File: config.mk
export PLATFORM = sky130hd
export DESIGN_NAME = h_csr_collector
export DESIGN_NICKNAME = d
export VERILOG_FILES = /design/src/rtl/h_csr_collector.sv
export SDC_FILE = /design/constraint.sdc
export NUM_CORES = 1
export LEC_CHECK = 0
export BUFFER_PORTS_ARGS = -buffer_cell sky130_fd_sc_hd__buf_2
export CORE_ASPECT_RATIO = 2
export CORE_MARGIN = 2
export CORE_UTILIZATION = 53
export CTS_CLUSTER_SIZE = 40
export DETAILED_ROUTE_END_ITERATION = 12
export PLACE_DENSITY_LB_ADDON = 0.12
export SLEW_MARGIN = 15
export SYNTH_ARGS = -nofsm -noshare
export SYNTH_HDL_FRONTEND = slang
export SYNTH_SLANG_ARGS = --single-unit
File: constraint.sdc
create_clock -name clk -period 2 [get_ports clk]
set_clock_uncertainty 0.05 [all_clocks]
set_input_delay 0.3 -clock clk [delete_from_list [all_inputs] [get_ports clk]]
set_output_delay 0.3 -clock clk [all_outputs]
set_load 0.01 [all_outputs]
File: src/rtl/h_csr_collector.sv
// Collects one frame of CSR rows from a serial beat stream into registered
// col_idx/value/node_info arrays, then holds the frame until the loader acks.
module h_csr_collector #(
  parameter int DATA_WIDTH      = 8,
  parameter int NUM_OF_COLS     = 5,
  parameter int COL_INDEX_SIZE  = 8,
  parameter int VALUE_SIZE      = 8,
  parameter int NODE_INFO_SIZE  = 5,
  localparam int COL_IDX_WIDTH   = $clog2(NUM_OF_COLS),
  localparam int INDEX_WIDTH     = $clog2(COL_INDEX_SIZE),
  localparam int ROW_LEN_WIDTH   = $clog2(NUM_OF_COLS),
  localparam int NODE_INFO_WIDTH = INDEX_WIDTH + ROW_LEN_WIDTH + 1
) (
  input  logic                                      clk,
  input  logic                                      rst_n,
  input  logic                                      s_valid_i,
  output logic                                      s_ready_o,
  input  logic                                      s_nz_i,
  input  logic [COL_IDX_WIDTH-1:0]                  s_col_idx_i,
  input  logic [DATA_WIDTH-1:0]                     s_value_i,
  input  logic                                      s_row_last_i,
  input  logic                                      s_flag_i,
  output logic                                      h_valid_o,
  input  logic                                      h_ready_i,
  output logic [COL_INDEX_SIZE*COL_IDX_WIDTH-1:0]   col_idx_o,
  output logic [VALUE_SIZE*DATA_WIDTH-1:0]          value_o,
  output logic [NODE_INFO_SIZE*NODE_INFO_WIDTH-1:0] node_info_o,
  output logic                                      err_o
);

  // nnz_cnt and row_start must reach COL_INDEX_SIZE itself, hence one extra bit.
  localparam int NNZ_W = INDEX_WIDTH + 1;
  localparam int RC_W  = $clog2(NODE_INFO_SIZE + 1);

  // Stream handshake: a beat transfers on a rising clk edge where
  // s_valid_i && s_ready_o; the frame transfers where h_valid_o && h_ready_i.
  typedef enum logic {COLLECT = 1'b0, PRESENT = 1'b1} state_t;

  state_t state, state_next;

  logic [NNZ_W-1:0]         nnz_cnt, row_start, nnz_next;
  logic [ROW_LEN_WIDTH-1:0] row_len, row_len_next;
  logic [RC_W-1:0]          row_cnt;
  logic                     err;

  logic [COL_IDX_WIDTH-1:0]   col_idx_r   [COL_INDEX_SIZE];
  logic [DATA_WIDTH-1:0]      value_r     [VALUE_SIZE];
  logic [NODE_INFO_WIDTH-1:0] node_info_r [NODE_INFO_SIZE];

  logic accept, room, wr, drop, close, frame_done, ack;

  always_comb begin
    accept       = s_valid_i && (state == COLLECT);
    room         = (nnz_cnt < NNZ_W'(COL_INDEX_SIZE)) &&
                   (row_len < ROW_LEN_WIDTH'(NUM_OF_COLS));
    wr           = accept && s_nz_i && room;
    drop         = accept && s_nz_i && !room;
    close        = accept && s_row_last_i;
    nnz_next     = nnz_cnt + NNZ_W'(wr);
    row_len_next = row_len + ROW_LEN_WIDTH'(wr);
    frame_done   = close && (row_cnt == RC_W'(NODE_INFO_SIZE - 1));
    ack          = (state == PRESENT) && h_ready_i;
  end

  always_comb begin
    state_next = state;
    case (state)
      COLLECT: if (frame_done) state_next = PRESENT;
      PRESENT: if (h_ready_i)  state_next = COLLECT;
      default: state_next = COLLECT;
    endcase
  end

  always_ff @(posedge clk or negedge rst_n) begin
    if (!rst_n) state <= COLLECT;
    else        state <= state_next;
  end

  always_ff @(posedge clk or negedge rst_n) begin
    if (!rst_n) begin
      nnz_cnt   <= '0;
      row_start <= '0;
      row_len   <= '0;
      row_cnt   <= '0;
      err       <= 1'b0;
    end else if (ack) begin
      nnz_cnt   <= '0;
      row_start <= '0;
      row_len   <= '0;
      row_cnt   <= '0;
      err       <= 1'b0;
    end else begin
      nnz_cnt <= nnz_next;
      if (close) begin
        row_start <= nnz_next;
        row_len   <= '0;
        row_cnt   <= row_cnt + RC_W'(1);
      end else begin
        row_len <= row_len_next;
      end
      if (drop) err <= 1'b1;
    end
  end

  always_ff @(posedge clk or negedge rst_n) begin
    if (!rst_n) begin
      for (int i = 0; i < COL_INDEX_SIZE; i++) col_idx_r[i]   <= '0;
      for (int i = 0; i < VALUE_SIZE; i++)     value_r[i]     <= '0;
      for (int i = 0; i < NODE_INFO_SIZE; i++) node_info_r[i] <= '0;
    end else if (ack) begin
      for (int i = 0; i < COL_INDEX_SIZE; i++) col_idx_r[i]   <= '0;
      for (int i = 0; i < VALUE_SIZE; i++)     value_r[i]     <= '0;
      for (int i = 0; i < NODE_INFO_SIZE; i++) node_info_r[i] <= '0;
    end else begin
      for (int i = 0; i < COL_INDEX_SIZE; i++)
        if (wr && nnz_cnt == NNZ_W'(i)) col_idx_r[i] <= s_col_idx_i;
      for (int i = 0; i < VALUE_SIZE; i++)
        if (wr && nnz_cnt == NNZ_W'(i)) value_r[i] <= s_value_i;
      // row_start keeps only its low bits: an overflowed frame wraps to 0.
      for (int i = 0; i < NODE_INFO_SIZE; i++)
        if (close && row_cnt == RC_W'(i))
          node_info_r[i] <= {row_start[INDEX_WIDTH-1:0], row_len_next, s_flag_i};
    end
  end

  assign s_ready_o = (state == COLLECT);
  assign h_valid_o = (state == PRESENT);
  assign err_o     = err;

  for (genvar g = 0; g < COL_INDEX_SIZE; g++) begin : g_col
    assign col_idx_o[g*COL_IDX_WIDTH +: COL_IDX_WIDTH] = col_idx_r[g];
  end
  for (genvar g = 0; g < VALUE_SIZE; g++) begin : g_val
    assign value_o[g*DATA_WIDTH +: DATA_WIDTH] = value_r[g];
  end
  for (genvar g = 0; g < NODE_INFO_SIZE; g++) begin : g_ni
    assign node_info_o[g*NODE_INFO_WIDTH +: NODE_INFO_WIDTH] = node_info_r[g];
  end

endmodule
==> flow_summary.ini, run 1 <==
[timing]
max_slew.worst_pin.slew_ns = 0.470
fmax_ghz = 0.547
finalWorstPathRequiredPeriod_ns = 1.83
timing.setup.tns_ns = 0
slew_headroom = 0.685
timing.final.crit_share = 0.914
hold_violations = 0
grt_setup_unrepaired = no
final_critical_path_setup_slack_ns = 0.172
final-setup-viol-count = 0
finalMaxSlewViolations = 0

[detailed_routing]
drt.antenna.violating_nets = 0
drtIter0Drc = 227
wl_um = 15800
via_density_per_instance = 5.48
drt_pass1_iterations = 5
vias = 4622
routedWlPerCell_um = 18.7
drc_errors = 0

[setup_path]
r2r.worst_path.cells = 5
timing.rr.end = node_info_o[0]
critical_path_class = reg2reg
setup.reg_to_reg.worst_slack_ns = 0.17
worst_ep_arrival_time_ns = 2.06
critPathRequiredTime_ns = 2.24
worst_setup_sp_type = register
critPathMaxFanout = 13
reg2reg_from = row_cnt[0]
critical_path.endpoint_type = register

[yosys]
synth_async_sr_flop_share = 1.00
synth_top_flop_cell = sky130_fd_sc_hd__dfrtp_1
synth.most_common_cell = sky130_fd_sc_hd__dfrtp_1
synth.ff_latch_count = 138
synth_sequential_area_ratio = 0.583
distinct_cell_type_count_of_the_synthesized_netlist = 34
ys_warn_count = 0
syn_avg_cell_area_um2 = 10.9
post_synth_most_frequent_cells = 138 x sky130_fd_sc_hd__dfrtp_1, 118 x sky130_fd_sc_hd__nand2_1, 88 x sky130_fd_sc_hd__mux2i_1
synth_top_cells_by_area = sky130_fd_sc_hd__dfrtp_1 58%, sky130_fd_sc_hd__mux2i_1 15%, sky130_fd_sc_hd__nand2_1 7.5%
synth_enable_flop_cells = 0
yosysTopAreaCell = sky130_fd_sc_hd__dfrtp_1
synthDominantCellAreaShare = 0.583
synth_net_count = 570
syn_inst = 543
synthesis.area_mm2 = 0.00593

[power]
swShare = 0.342
net-switching-power_w = 0.00412
power.ir.vdd_worst_mv = 0.963
pwr-share-seq = 0.391
static-leakage-power_nw = 4.44
p_int_w = 0.00792
power-per-cell-area_mw_per_mm2 = 1590
combPwrFrac = 0.312
clock_power_share = 0.297

[global_route]
grt_antenna_before_repair = 0
grt_max_degree = 58
grt_pass1_wl_um = 25100
first_global_vias = 4824
grt_usage = 0.272
global_route.overflow_total = 0

[clocking]
cts_buffer_depth = 2
post-cts-setup-buffer-count = 0
clockRootBuffer = sky130_fd_sc_hd__clkbuf_16
cts_made_buffers = 17
h_tree_depth_reported_by_cts = 4
clock_insertion_delay_worst_skew_ns = 0.41
clock_sinks = 138
cts.reportedPaths.clkPinSlew_ns = 0.06
tritoncts = done

[cells_and_area]
antenna_cells = 0
synthToLayoutAreaGrowth_pct = 27.5
design.final.nets = 717
drive_gt1_frac = 0.284

[floorplanning]
io_pins = 144
die_y_um = 154
initial_utilization = 0.545
placementRows = 54
die-area_mm2 = 0.0121
placeableCoreArea_mm2 = 0.0109
die_w_um = 78.8

[placed_design]
numPortBuffers = 143
routabilityCongestion = 0.931
placement.setup.worst_slack_ns = 0.0975
hpwl_um = 11100

[min_path]
min_delay_worst_endpoint = col_idx_o[5]
hold_path_class = in2reg
hold_path_depth = 3
worst_hold_startpoint = s_col_idx_i[2]

[run]
total_of_max_cap_violations = 0

[status]
run_status = finished clean
timing repair:
action | CTS | global route
gates resized for setup | 0 | 1
endpoints found under the hold margin | 40 | 0
hold buffers | 1 | 0
setup endpoints to repair | 0 | 1
registers in the layout, indices dropped and copies added, names as in the netlist:
name	flops
node_info_o	35
row_len	3
value_o	64
h_valid_o	1
row_cnt	3
row_start	3
nnz_cnt	4
col_idx_o	24
err_o	1
final cells by class:
| cell class | instances | area [µm²] |
|---|---|---|
| Inverter | 21 | 78.8 |
| Fill cell | 838 | 3320 |
| Timing Repair Buffer | 167 | 955 |
| Clock buffer | 21 | 460 |
| Clock inverter | 11 | 215 |
| Sequential cell | 138 | 3450 |
| Tap cell | 140 | 175 |
| Multi-Input combinational cell | 345 | 2220 |
cells by family after synthesis:
| kind of cell | share of synthesized area |
|---|---|
| simple gates | 0.141 |
| xor+xnor | 0.00443 |
| fa+ha+maj | 0.0190 |
| mux | 0.149 |
| compound gates | 0.0578 |
| buf+inv | 0.0469 |
| flops | 0.583 |
power by group through the flow:
stage                     combinational (W)  sequential [W]  clock [W]
after floorplan                     0.00158         0.00508          0
after global placement              0.00365         0.00467          0
after detailed placement            0.00377         0.00471          0
after CTS                           0.00380         0.00469    0.00362
after global routing                0.00415         0.00481    0.00374
final                               0.00376         0.00471    0.00358
worst max path at each step:
| stage | start | end | slack [ns] | cells after the start |
|---|---|---|---|---|
| after detailed placement | row_len[2] | node_info_o[24] | 0.1 | 8 |
| final | row_cnt[0] | node_info_o[0] | 0.17 | 5 |
| after floorplan | row_len[1] | node_info_o[24] | 0.20 | 9 |
| after global placement | s_valid_i | node_info_o[24] | 0.13 | 8 |
| after global routing | row_len[1] | node_info_o[3] | 0.07 | 7 |
| after CTS | row_len[2] | node_info_o[24] | 0.09 | 8 |
critical path, stage by stage (launching register included):
cell and delay [ns]:
sky130_fd_sc_hd__dfrtp_1 0.44, sky130_fd_sc_hd__inv_1 0.12, sky130_fd_sc_hd__ha_1 0.22, sky130_fd_sc_hd__nand4b_1 0.42
sky130_fd_sc_hd__o21ai_0 0.35, sky130_fd_sc_hd__a21oi_1 0.11
cells in the final DEF (no fill, tap or decap), types with 2 or more instances in the layout:
cell / n
sky130_fd_sc_hd__buf_2: 142
sky130_fd_sc_hd__dfrtp_1: 138
sky130_fd_sc_hd__nand2_1: 117
sky130_fd_sc_hd__mux2i_1: 88
sky130_fd_sc_hd__o21ai_0: 33
sky130_fd_sc_hd__nand3_1: 27
sky130_fd_sc_hd__inv_1: 21
sky130_fd_sc_hd__a21oi_1: 19
sky130_fd_sc_hd__buf_4: 19
sky130_fd_sc_hd__clkbuf_16: 17
sky130_fd_sc_hd__nand4_1: 10
sky130_fd_sc_hd__ha_1: 9
sky130_fd_sc_hd__bufinv_16: 6
sky130_fd_sc_hd__nor2_1: 5
sky130_fd_sc_hd__and2_1: 5
sky130_fd_sc_hd__nand4b_1: 5
sky130_fd_sc_hd__buf_12: 4
sky130_fd_sc_hd__and4b_1: 3
sky130_fd_sc_hd__a211oi_1: 3
sky130_fd_sc_hd__nand3b_1: 2
sky130_fd_sc_hd__and3_1: 2
sky130_fd_sc_hd__xnor2_1: 2
sky130_fd_sc_hd__o21a_1: 2
sky130_fd_sc_hd__a311oi_1: 2
sky130_fd_sc_hd__clkbuf_1: 2
sky130_fd_sc_hd__clkbuf_8: 2
sky130_fd_sc_hd__clkinv_2: 2
routing by layer:
layer  GRT usage  wire [µm]  vias to the layer above  share of wire
met5           0          0                        -              0
met4       0.123        461                        0          0.029
met3      0.0505        844                       27          0.053
met2       0.485       8690                      178           0.55
met1       0.309       5780                     2284           0.37
li1            -          -                     2133              -
metrics by stage:
| step | total power [W] | cells | instance area, µm² | hold slack, ns | utilization |
|---|---|---|---|---|---|
| 5_1_grt | 0.0127 | 843 | 7560 | 0.138 | 0.695 |
| 2_1_floorplan | 0.00666 | 543 | 5930 | -0.0456 | - |
| 3_3_place_gp | 0.00832 | 810 | 6860 | 0.201 | 0.631 |
| 6_report | 0.0120 | 843 | 7560 | 0.126 | 0.695 |
| 4_1_cts | 0.0121 | 843 | 7550 | 0.116 | 0.694 |
| 3_5_place_dp | 0.00848 | 810 | 6860 | 0.201 | 0.631 |
Power figures use the tool's default switching activity.
==> inputs of run 2 (changes only) <==
ABC_AREA = 1   (was not set)
CORE_UTILIZATION = 54   (was 53)
SLEW_MARGIN = 30   (was 15)
==> run 2 against run 1 <==
Net effect:
- non-clock buffer count is 7 higher
- synthesized area is 3.4% higher
- core utilization is 0.62 points lower
- combinational power is 7.7% higher
- cell count is 17% higher
- routed wire length is 11% higher
- via count is 20% higher
- fmax is 7.7% lower
- first-iteration DRC count is 130% higher
- critical path type unchanged
- critical endpoint is now col_idx_o[18]
- largest power group unchanged
==> flow_summary.ini, run 2 <==
[detailed_routing]
vias = 5556
routedWlPerCell_um = 17.8
via_density_per_instance = 5.65
maxUsedRoutingLayer = met4
drt_pass1_iterations = 5
drtIter0Drc = 533
met3RoutedLength_um = 1020
wl_um = 17500
drc_errors = 0
met1_length_um = 5990
drt.antenna.violating_nets = 0
met2RoutedLength_um = 9740

[power]
power-per-cell-area_mw_per_mm2 = 1540
net-switching-power_w = 0.00446
finalPower_w = 0.0119
swShare = 0.376
p_int_w = 0.00741
pwr-share-seq = 0.378
static-leakage-power_nw = 4.41
clock_power_share = 0.281
power.ir.vdd_worst_mv = 0.910
combPwrFrac = 0.342

[setup_path]
critical_path.endpoint_type = register
cp_num_buf_inv = 1
cp_slowest_stage_delay_ns = 0.42
critical_path_class = reg2reg
critPathMostFrequentCell = sky130_fd_sc_hd__nand3_1
critPathRequiredTime_ns = 2.24
path_delay_family = simple AND/OR/NAND/NOR gates
worstPathCellList = nor2_1, nor2_2, nor2_4, buf_12, nand3_1, nand3_1, nand2_1
worst_setup_sp_type = register
critPathMaxFanout = 96
crit_slowest_cell = sky130_fd_sc_hd__nand3_1
worst_ep_arrival_time_ns = 2.22

[yosys]
ys_warn_count = 0
syn_inst = 687
synth_top_cells_by_area = sky130_fd_sc_hd__dfrtp_1 56%, sky130_fd_sc_hd__nand2_1 12%, sky130_fd_sc_hd__nand4_1 9.0%
synth.most_common_cell = sky130_fd_sc_hd__nand2_1
synth_async_sr_flop_share = 1.00
yosysTopAreaCell = sky130_fd_sc_hd__dfrtp_1
synth_top_flop_cell = sky130_fd_sc_hd__dfrtp_1
synth_enable_flop_cells = 0
synth_sequential_area_ratio = 0.563
synthDominantCellAreaShare = 0.563
distinct_cell_type_count_of_the_synthesized_netlist = 25
synthesis.area_mm2 = 0.00613
synth.ff_latch_count = 138
post_synth_most_frequent_cells = 200 x sky130_fd_sc_hd__nand2_1, 138 x sky130_fd_sc_hd__dfrtp_1, 96 x sky130_fd_sc_hd__nand3_1
syn_avg_cell_area_um2 = 8.92
synth_net_count = 714

[clocking]
post-cts-setup-buffer-count = 0
cts_buffer_depth = 2
clockRootBuffer = sky130_fd_sc_hd__clkbuf_16
cts.reportedPaths.clkPinSlew_ns = 0.06
tritoncts = done
cts_made_buffers = 17
h_tree_depth_reported_by_cts = 4
clock_insertion_delay_worst_skew_ns = 0.42
clock_sinks = 138

[timing]
max_slew.worst_pin.slew_ns = 0.613
final-setup-viol-count = 0
grt_setup_unrepaired = yes
fmax_ghz = 0.505
hold_violations = 0
finalWorstPathRequiredPeriod_ns = 1.98
finalMaxSlewViolations = 0
slew_headroom = 0.590
timing.final.crit_share = 0.991

[global_route]
grt_max_degree = 98
grt_usage = 0.298
first_global_vias = 5504
grt_antenna_before_repair = 0
grt_pass1_wl_um = 27900
global_route.overflow_total = 0

[floorplanning]
placeableCoreArea_mm2 = 0.0112
die_y_um = 155
placementRows = 55
die-area_mm2 = 0.0123
initial_utilization = 0.546
die_w_um = 79.3
io_pins = 144

[status]
run_status = finished clean

[cells_and_area]
antenna_cells = 0
largest_register_ffs = 64
mostFrequentLayoutCells = 199 x sky130_fd_sc_hd__nand2_1, 142 x sky130_fd_sc_hd__buf_2, 138 x sky130_fd_sc_hd__dfrtp_1, 92 x sky130_fd_sc_hd__nand3_1, 88 x sky130_fd_sc_hd__nand4_1
layout.area.seq_mm2 = 0.00345
synthToLayoutAreaGrowth_pct = 26.0
fillers = 903
multiInputGateArea_mm2 = 0.00232
design.final.nets = 856
fin_area_mm2 = 0.00772
drive_gt1_frac = 0.271
most_common_cell_after_layout_fill_and_taps_aside = sky130_fd_sc_hd__nand2_1

[placed_design]
numPortBuffers = 143
routabilityCongestion = 0.907
postPlaceCellArea_mm2 = 0.00707
hpwl_um = 12300

[min_path]
hold_path_class = in2reg

[run]
total_of_max_cap_violations = 0
## run 2: final timing paths
kind / from / end / slack [ns] / depth (start not counted)
worst max-delay path: row_len[1] / col_idx_o[18] / 0.02 / 7
worst min-delay path: h_ready_i / h_valid_o / 0.07 / 2
worst max register to register: row_len[1] / col_idx_o[18] / 0.02 / 7
worst min register to register: node_info_o[34] / node_info_o[34] / 0.42 / 2
max in group asynchronous: rst_n / col_idx_o[17] / 0.94 / 3
min in group asynchronous: rst_n / value_o[14] / 0.34 / 2
## run 2: metrics by stage
step	TNS, ns	hold slack [ns]	worst slack, ns	cells	util
after detailed placement	0	0.233	0.0523	951	0.630
after floorplan	-0.187	-0.0456	-0.0374	687	-
final	0	0.0726	0.0190	983	0.688
after CTS	0	0.0603	0.0314	983	0.686
after global placement	0	0.229	0.113	951	0.630
after global routing	-3.27	0.0652	-0.137	983	0.688
## run 2: final cells by class
type,instances,area share
Clock inverter,13,0.0251
Clock buffer,18,0.0556
Sequential cell,138,0.447
Tap cell,142,0.0230
Timing Repair Buffer,174,0.132
Multi-Input combinational cell,464,0.301
Inverter,34,0.0165
## run 2: cell families after synthesis
logic type,Yosys count,synth area share
AO/OA/AOI/OAI,22,0.0188
flip-flops,138,0.563
AND/OR/NAND/NOR,431,0.326
XOR/XNOR,2,0.00286
adder cells (fa/ha/maj),9,0.0184
buffers and inverters,85,0.0700
## run 2: what timing repair did
action,CTS,global route
hold buffers,1,0
endpoints found under the setup margin,0,82
endpoints found under the hold margin,45,0
gates resized for setup,0,5
## run 2: worst register-to-register path: stages (launching register included)
cell                      delay [ns]
sky130_fd_sc_hd__dfrtp_1        0.41
sky130_fd_sc_hd__nor2_1         0.15
sky130_fd_sc_hd__nor2_2         0.07
sky130_fd_sc_hd__nor2_4         0.12
sky130_fd_sc_hd__buf_12         0.34
sky130_fd_sc_hd__nand3_1        0.44
sky130_fd_sc_hd__nand3_1        0.20
sky130_fd_sc_hd__nand2_1        0.09
## run 2: power groups by stage
stage / Sequential [W] / Combinational [W] / Clock (W)
detailed placement: 0.00452 / 0.00404 / 0
global placement: 0.00448 / 0.00391 / 0
floorplan: 0.00486 / 0.00192 / 0
finish: 0.00448 / 0.00405 / 0.00333
CTS: 0.00448 / 0.00407 / 0.00337
global route: 0.00459 / 0.00450 / 0.00349
## run 2: per-layer routing
metal | up-vias | global-route usage
met5 | - | 0
met4 | 0 | 0.154
met3 | 46 | 0.0589
met2 | 255 | 0.542
met1 | 2658 | 0.318
li1 | 2597 | -
==> inputs of run 3 (changes only) <==
PLACE_DENSITY = 0.78   (was not set)
PLACE_DENSITY_LB_ADDON = not set   (was 0.12)
==> run 3 against run 2 <==
Net effect:
- die area unchanged
- first-iteration DRC count increased by 17%
- non-clock buffer count increased by 10
- cell count increased by 1.0%
- largest power group unchanged
==> flow_summary.ini, run 3 (synthesized netlist as in run 2, its figures left out) <==
[status]
run_status = finished clean

[detailed_routing]
drt.antenna.violating_nets = 0
drtIter0Drc = 621
vias = 5785
routedWlPerCell_um = 18.1
drt_pass1_iterations = 5
wl_um = 18000
via_density_per_instance = 5.83
drc_errors = 0

[placed_design]
placement.setup.worst_slack_ns = 0.145
count_of_placed_standard_cells_including_taps = 960
hpwl_um = 12300
routabilityCongestion = 0.884
numPortBuffers = 143

[power]
combPwrFrac = 0.351
static-leakage-power_nw = 4.42
power-per-cell-area_mw_per_mm2 = 1520
p_int_w = 0.00721
net-switching-power_w = 0.00451
clock_power_share = 0.265
power.ir.vdd_worst_mv = 0.929
swShare = 0.385
finalPower_w = 0.0117
pwr-share-seq = 0.384

[cells_and_area]
mostFrequentLayoutCells = 199 x sky130_fd_sc_hd__nand2_1, 142 x sky130_fd_sc_hd__buf_2, 138 x sky130_fd_sc_hd__dfrtp_1, 96 x sky130_fd_sc_hd__nand3_1, 88 x sky130_fd_sc_hd__nand4_1
largest_register_ffs = 64
drive_gt1_frac = 0.274
utilization = 0.688
most_common_cell_after_layout_fill_and_taps_aside = sky130_fd_sc_hd__nand2_1
design.final.nets = 866
non_filler_instance_count_after_layout = 993
synthToLayoutAreaGrowth_pct = 25.9
antenna_cells = 0

[setup_path]
worst_setup_path_endpoint = value_o[43]
r2r.worst_path.cells = 6
critical_path_class = reg2reg
reg2reg_from = h_valid_o
critical_path.endpoint_type = register
crit_start = h_valid_o
timing.rr.end = value_o[43]
critPathRequiredTime_ns = 2.31
worst_ep_arrival_time_ns = 2.19
setup.reg_to_reg.worst_slack_ns = 0.12
critPathMaxFanout = 46
worst_setup_sp_type = register

[global_route]
grt_usage = 0.300
grt_antenna_before_repair = 0
grt_pass1_wl_um = 28500
grt_max_degree = 97
first_global_vias = 5681
global_route.overflow_total = 0

[clocking]
clock_sinks = 138
clockRootBuffer = sky130_fd_sc_hd__clkbuf_16
cts_made_buffers = 17
cts.reportedPaths.clkPinSlew_ns = 0.06
clock_insertion_delay_worst_skew_ns = 0.41
cts_buffer_depth = 2
h_tree_depth_reported_by_cts = 4
post-cts-setup-buffer-count = 0
tritoncts = done

[floorplanning]
die-area_mm2 = 0.0123
io_pins = 144
initial_utilization = 0.546
die_w_um = 79.3
placeableCoreArea_mm2 = 0.0112
placementRows = 55
die_y_um = 155

[timing]
finalMaxSlewViolations = 0
finalWorstPathRequiredPeriod_ns = 1.88
slew_headroom = 0.544
grt_setup_unrepaired = yes
final-setup-viol-count = 0
max_slew.worst_pin.slew_ns = 0.681
timing.final.crit_share = 0.940
hold_violations = 0
final_critical_path_setup_slack_ns = 0.120
fmax_ghz = 0.532
fin_worst_hold_slack_ns = 0.0654

[run]
total_of_max_cap_violations = 0

[min_path]
hold_path_class = in2reg
==> run 3: metal layers <==
metal,up-vias,GRT usage,part of all wire
li1,2621,-,-
met1,2760,0.330,0.34
met2,328,0.521,0.54
met3,76,0.0723,0.074
met4,0,0.163,0.051
met5,-,0,0
==> run 3: critical path, stage by stage, from the launching register on <==
cell and delay [ns]:
sky130_fd_sc_hd__dfrtp_1 0.40, sky130_fd_sc_hd__inv_2 0.11, sky130_fd_sc_hd__and3_4 0.20, sky130_fd_sc_hd__buf_4 0.25
sky130_fd_sc_hd__buf_4 0.46, sky130_fd_sc_hd__nand4_1 0.21, sky130_fd_sc_hd__nand2_1 0.11
==> run 3: power groups by stage <==
stage / Sequential (W) / Clock, W / Combinational [W]
after floorplan: 0.00486 / 0 / 0.00192
after global placement: 0.00448 / 0 / 0.00389
after detailed placement: 0.00453 / 0 / 0.00402
after CTS: 0.00449 / 0.00313 / 0.00406
after global routing: 0.00460 / 0.00324 / 0.00455
final: 0.00451 / 0.00310 / 0.00411
==> run 3: repair_timing <==
action	in CTS	in global routing
endpoints found under the hold margin	113	0
resized for setup	0	1
hold buffers	1	0
setup endpoints to repair	0	8
==> run 3: through the flow <==
stage | cell area (µm²) | TNS [ns]
after floorplan | 6180 | -0.187
after global placement | 7110 | 0
after detailed placement | 7110 | 0
after CTS | 7700 | 0
after global routing | 7710 | -0.0101
final | 7710 | 0
==> run 3: cell type report <==
cell class / instances / area, µm²
timing repair buffer: 184 / 1070
sequential: 138 / 3450
fill: 850 / 3500
inverter: 34 / 128
multi-input combinational: 464 / 2300
clock buffer: 19 / 443
clock inverter: 12 / 140
tap: 142 / 178
==> run 3: worst min-delay path by stage <==
stage               cells after the start       from            to  slack [ns]
CTS                                     2  h_ready_i     h_valid_o        0.06
finish                                  2  h_ready_i     h_valid_o        0.07
floorplan                               0      rst_n  col_idx_o[0]       -0.05
global placement                        1      rst_n   value_o[14]        0.11
detailed placement                      1      rst_n   value_o[12]        0.11
global route                            2  h_ready_i     h_valid_o        0.09
